### src/rtl/aes128_key_pkg.sv
// Shared sizes and types for the AES-128 key loader.
package aes128_key_pkg;
  localparam int KeyWidth    = 128;
  localparam int WordWidth   = 32;
  localparam int WordsPerKey = 4;

  typedef enum logic [1:0] {COLLECT, COMMIT, LOCKED} key_loader_state_e;
  typedef logic [1:0] word_cnt_t;
endpackage

### src/rtl/aes128_key_loader.sv
// Collects four 32-bit key words (MSW first) and issues a single write to the
// AES-128 key register, with framing-error detection, abort and a sticky lock.
module aes128_key_loader
  import aes128_key_pkg::*;
#(
  parameter logic LockEnable = 1'b1
) (
  input  logic                 clk_i,
  input  logic                 rst_ni,
  input  logic                 word_valid_i,
  output logic                 word_ready_o,
  input  logic [WordWidth-1:0] word_i,
  input  logic                 word_last_i,
  input  logic                 abort_i,
  input  logic                 lock_i,
  output logic                 key_we_o,
  output logic [KeyWidth-1:0]  key_o,
  output logic                 busy_o,
  output logic                 err_o,
  output logic                 locked_o
);

  key_loader_state_e   state_q, state_d;
  word_cnt_t           cnt_q, cnt_d;
  logic [KeyWidth-1:0] stage_q, stage_d;
  logic                lock_req_q, lock_req_d;
  logic                err_q, err_d;
  logic                accept;
  logic                last_beat;

  assign word_ready_o = (state_q == COLLECT) && !abort_i;
  assign accept       = word_valid_i && word_ready_o;
  assign last_beat    = (cnt_q == word_cnt_t'(WordsPerKey - 1));

  always_comb begin
    state_d    = state_q;
    cnt_d      = cnt_q;
    stage_d    = stage_q;
    err_d      = 1'b0;
    lock_req_d = lock_req_q | lock_i;
    unique case (state_q)
      COLLECT: begin
        if (abort_i) begin
          cnt_d   = '0;
          stage_d = '0;
        end else if (accept) begin
          // word_last_i must appear on exactly the fourth beat
          if (word_last_i != last_beat) begin
            err_d   = 1'b1;
            cnt_d   = '0;
            stage_d = '0;
          end else begin
            stage_d[{~cnt_q, 5'b0} +: WordWidth] = word_i;
            if (word_last_i) state_d = COMMIT;
            else             cnt_d   = cnt_q + 2'd1;
          end
        end
      end
      COMMIT: begin
        cnt_d   = '0;
        stage_d = '0;
        state_d = (LockEnable && lock_req_q) ? LOCKED : COLLECT;
      end
      LOCKED:  state_d = LOCKED;
      default: state_d = COLLECT;
    endcase
  end

  always_ff @(posedge clk_i or negedge rst_ni) begin
    if (!rst_ni) begin
      state_q    <= COLLECT;
      cnt_q      <= '0;
      stage_q    <= '0;
      lock_req_q <= 1'b0;
      err_q      <= 1'b0;
    end else begin
      state_q    <= state_d;
      cnt_q      <= cnt_d;
      stage_q    <= stage_d;
      lock_req_q <= lock_req_d;
      err_q      <= err_d;
    end
  end

  // Staged material only reaches key_o during the write strobe.
  assign key_we_o = (state_q == COMMIT);
  assign key_o    = key_we_o ? stage_q : '0;
  assign busy_o   = (cnt_q != '0) || (state_q == COMMIT);
  assign err_o    = err_q;
  assign locked_o = (state_q == LOCKED);

endmodule

### config.mk
export PLATFORM = sky130hd
export DESIGN_NAME = aes128_key_loader
export DESIGN_NICKNAME = d
export VERILOG_FILES = /design/src/rtl/aes128_key_pkg.sv /design/src/rtl/aes128_key_loader.sv
export SDC_FILE = /design/constraint.sdc
export NUM_CORES = 1
export LEC_CHECK = 0
export ABC_AREA = 1
export CAP_MARGIN = 10
export CORE_MARGIN = 2
export CORE_UTILIZATION = 47
export CTS_BUF_LIST = sky130_fd_sc_hd__clkbuf_8
export CTS_CLUSTER_SIZE = 20
export DETAILED_ROUTE_END_ITERATION = 12
export PLACE_DENSITY = 0.78
export SLEW_MARGIN = 30
export SYNTH_ARGS = -nofsm -noshare
export SYNTH_HDL_FRONTEND = slang
export SYNTH_SLANG_ARGS = --single-unit
### constraint.sdc
create_clock -name clk_i -period 2.05 [get_ports clk_i]
set_input_delay 0.3075 -clock clk_i [delete_from_list [all_inputs] [get_ports clk_i]]
set_output_delay 0.3075 -clock clk_i [all_outputs]
set_load 0.05 [all_outputs]
==> metrics.md <==
| Metric | Value |
|---|---|
| Finish-stage setup viols | 2 |
| Global-route wire length before repair | between 30000 and 40000 µm |
| Power Total | 6.022 mW |
| Worst hold path class | in -> async |
| Gate power share | about 15% |
| First DRT Iteration DRCs | about 800 |
| Failing checks | negative setup slack |
| Height of the die | 130.5 µm |
| WL per Instance | 15.71 µm |
| Mapped Cells | 1137 |
| Syn_area_per_cell | 6.617 µm² |
| Top cells by area, synth | dfrtp_1, nand2_1, nor2_1, inv_1, nand3_1 |
| GRT busiest layer | met2 |
| ANT cells | 0 |
| EDFF count, synth | 0 |
| Layout filler cell count | ~1100 |
| Max_slew headroom | 66.72% |
| WP data arrival | 1.76 ns |
| Reg power frac | 45.5% |
| Vias in the first global route | 7206 |
| CTS tree | built |
| Post-Route Utilization | approximately 73% |
| Yosys top cell by area | dfrtp_1 |
| # rows | 46 |
| # clock sinks | 134 |
| Min Hold Slack | 0.3560 ns |
| GR Util All Layers | 28.61% |
| Asr flop ratio synth | 100.0% |
| Largest net degree at the start of global routing | 65 |
| Clock slew at reported path FFs | 0.09 ns |
| Cell Area, Synth | 0.007523 mm² |
| Synth warn | 0 |
| Clock power frac | 39.5% |
| Final design area excluding fillers | 0.01158 mm² |
| Final worst path period share | 101.0% |
| Final Hold Viols | 0 |
| Die area | 0.01704 mm² |
| Die W | 130.5 µm |
| GRT overflow | 0 |
| Critical R2R Launch | cnt_q[1]$_DFFE_PN0P_ |
| RSZ-0062 raised after global routing | true |
| Final WS setup | -0.02128 ns |
| DP Area | 0.01076 mm² |
| Most frequent cell after synthesis | nand2_1 |
| Crit Path Max Fanout | 36 |
| Seq/Total Area, Yosys | 44.57% |
| Proportion of layout cells with a drive suffix above 1 | 25.29% |
| Skew final | ~0.014 ns |
| Int Pwr | 4.222 mW |
| Clock Path Buffers | 2 |
| CTS H-tree lvls | 4 |
| Met1 Use GR | 38.90% |
| Lkg Pwr | 5.088 nW |
| Drt drc | 0 |
| Net Sw Frac | 29.89% |
| Slew @ Worst Pin | 0.4976 ns |
| Number of I/O pins | 171 |
| Via density | 5.120 |
| Tmin final | slightly above 2 ns |
| GRT met3 Usage | 6.474% |
| Run status | complete, but fails checks |
| Clock Latency Late Sink | approximately 0.45 ns |
| Final-stage net count | 1331 |
| Final ANT Viol Nets | 0 |
| Synth top area share | between 40% and 50% |
| R2R depth | 9 |
| Core area | 0.01577 mm² |
| Drt total wl | 23830 µm |
| Post-synth top flop | dfrtp_1 |
| Met2 Track Usage GR | 44.98% |
| Crit path launch type | flop |
| Initial antenna violation count | 0 |
| Vias | 7767 |
| PwrDens | 520.1 mW/mm² |
| Num CTS Buffers | 17 |
| Peak supply drop | 433.6 µV |
| Reg2reg end | stage_q[56]$_DFFE_PN0P_ |
| Net Sw Power | 1.800 mW |
| Flop2flop setup slack | 0.13 ns |
| Root Buffer | clkbuf_8 |
| CP Class | reg -> out |
| CP Capture Type | output pin |
| Top cells by count, synth | nand2_1, nor2_1, inv_1 |
| Layout area overhead | 53.88% |
| Post-synthesis cell type count | 28 |
| Mapped Nets | 1180 |
| HPWL after detailed placement | 16390 µm |
| Placer Congestion | roughly 0.9 |
| Worst endpoint required time | 1.74 ns |
| Final slew viol count | 0 |
| DRT Pass-1 Iters | 8 |
| F_max | 482.8 MHz |
| Port buffer count | 170 |
| Max-cap violations | 0 |
| Yosys reg bits | 134 |
| Starting Density | 47.71% |
## logic make-up (layout without fill, tap and decap cells)
kind of cell	count (synthesis)	after routing	synth area share, %
buf+inv	216	380	11.92
simple gates	737	737	39.48
flops	134	134	44.57
compound gates	45	45	3.193
fa+ha+maj	5	5	0.8315
## how the worst max path moves through the flow
stage / start / end / slack [ns] / cells past startpoint
after global placement: abort_i / stage_q[119]$_DFFE_PN0P_ / 0.04 / 7
after detailed placement: abort_i / stage_q[47]$_DFFE_PN0P_ / 0.02 / 7
final: state_q[0]$_DFFE_PN0P_ / busy_o / -0.02 / 4
after CTS: state_q[1]$_DFFE_PN0P_ / key_o[47] / -0.02 / 5
after global routing: state_q[1]$_DFFE_PN0P_ / key_o[100] / -0.07 / 5
after floorplan: state_q[1]$_DFFE_PN0P_ / key_o[49] / 0.03 / 5
## critical path, stage by stage (launching register included)
cell,delay (ns)
dfrtp_2,0.47
nand2_4,0.19
buf_12,0.28
nand2_1,0.18
buf_12,0.19
## state kept, by name, summed over array words and instances, names as in the netlist
signal / cells
cnt_q: 2
stage_q: 128
state_q: 2
err_o: 1
lock_req_q: 1
## placed cells by master, fill, tap and decap left out, types with 2 or more instances in the layout
cell             instances
nand2_1                372
nor2_1                 163
inv_1                  144
buf_12                 138
dfrtp_1                133
nor2_2                 106
nand3_1                 63
clkdlybuf4s50_1         37
o21ai_1                 21
buf_4                   20
clkbuf_8                18
o21ai_0                 15
nand4_1                 11
nor2_4                   8
a21oi_1                  7
nand2_2                  5
clkinv_4                 5
inv_2                    4
ha_1                     4
inv_6                    3
bufinv_16                3
nand2_4                  2
nand3_2                  2
nand3_4                  2
buf_16                   2
buf_6                    2
## power groups by stage
stage	clock network (mW)	logic (mW)	registers, mW
floorplan	0	0.511	2.78
global placement	0	0.873	2.78
detailed placement	0	0.876	2.78
CTS	2.38	0.889	2.73
global route	2.49	0.984	2.74
finish	2.38	0.907	2.74
## repair_timing
| action | CTS | global route |
|---|---|---|
| setup endpoints to repair | 127 | 112 |
| hold endpoints to repair | 44 | 0 |
| gates resized for setup | 70 | 57 |
| setup buffers | 2 | 0 |
| gates cloned | 1 | 0 |
| pin swaps | 1 | 0 |
| hold buffers | 1 | 0 |
## metal layers
metal	part of all wire (%)	routed length, µm	up-vias
li1	-	-	3666
met1	40	9603	3627
met2	48	11410	409
met3	8.7	2071	65
met4	3.1	743	0
met5	0	0	-
## metrics by stage
step | instances | worst slack, ns | setup TNS, ns
after floorplan | 1137 | 0.02646 | 0
after global placement | 1481 | 0.03543 | 0
after detailed placement | 1481 | 0.02110 | 0
after CTS | 1517 | -0.01967 | -0.1989
after global routing | 1517 | -0.07293 | -1.032
final | 1517 | -0.02128 | -0.02335
## cell type report
type / instances / area [µm²] / share of cell area (%)
Clock buffer: 18 / 247.7 / 2.140
Inverter: 147 / 551.8 / 4.766
Multi-Input combinational cell: 787 / 3591 / 31.02
Sequential cell: 134 / 3354 / 28.97
Clock inverter: 14 / 176.4 / 1.524
Tap cell: 216 / 270.3 / 2.334
Timing Repair Buffer: 201 / 3386 / 29.24
Power figures use the tool's default switching activity.
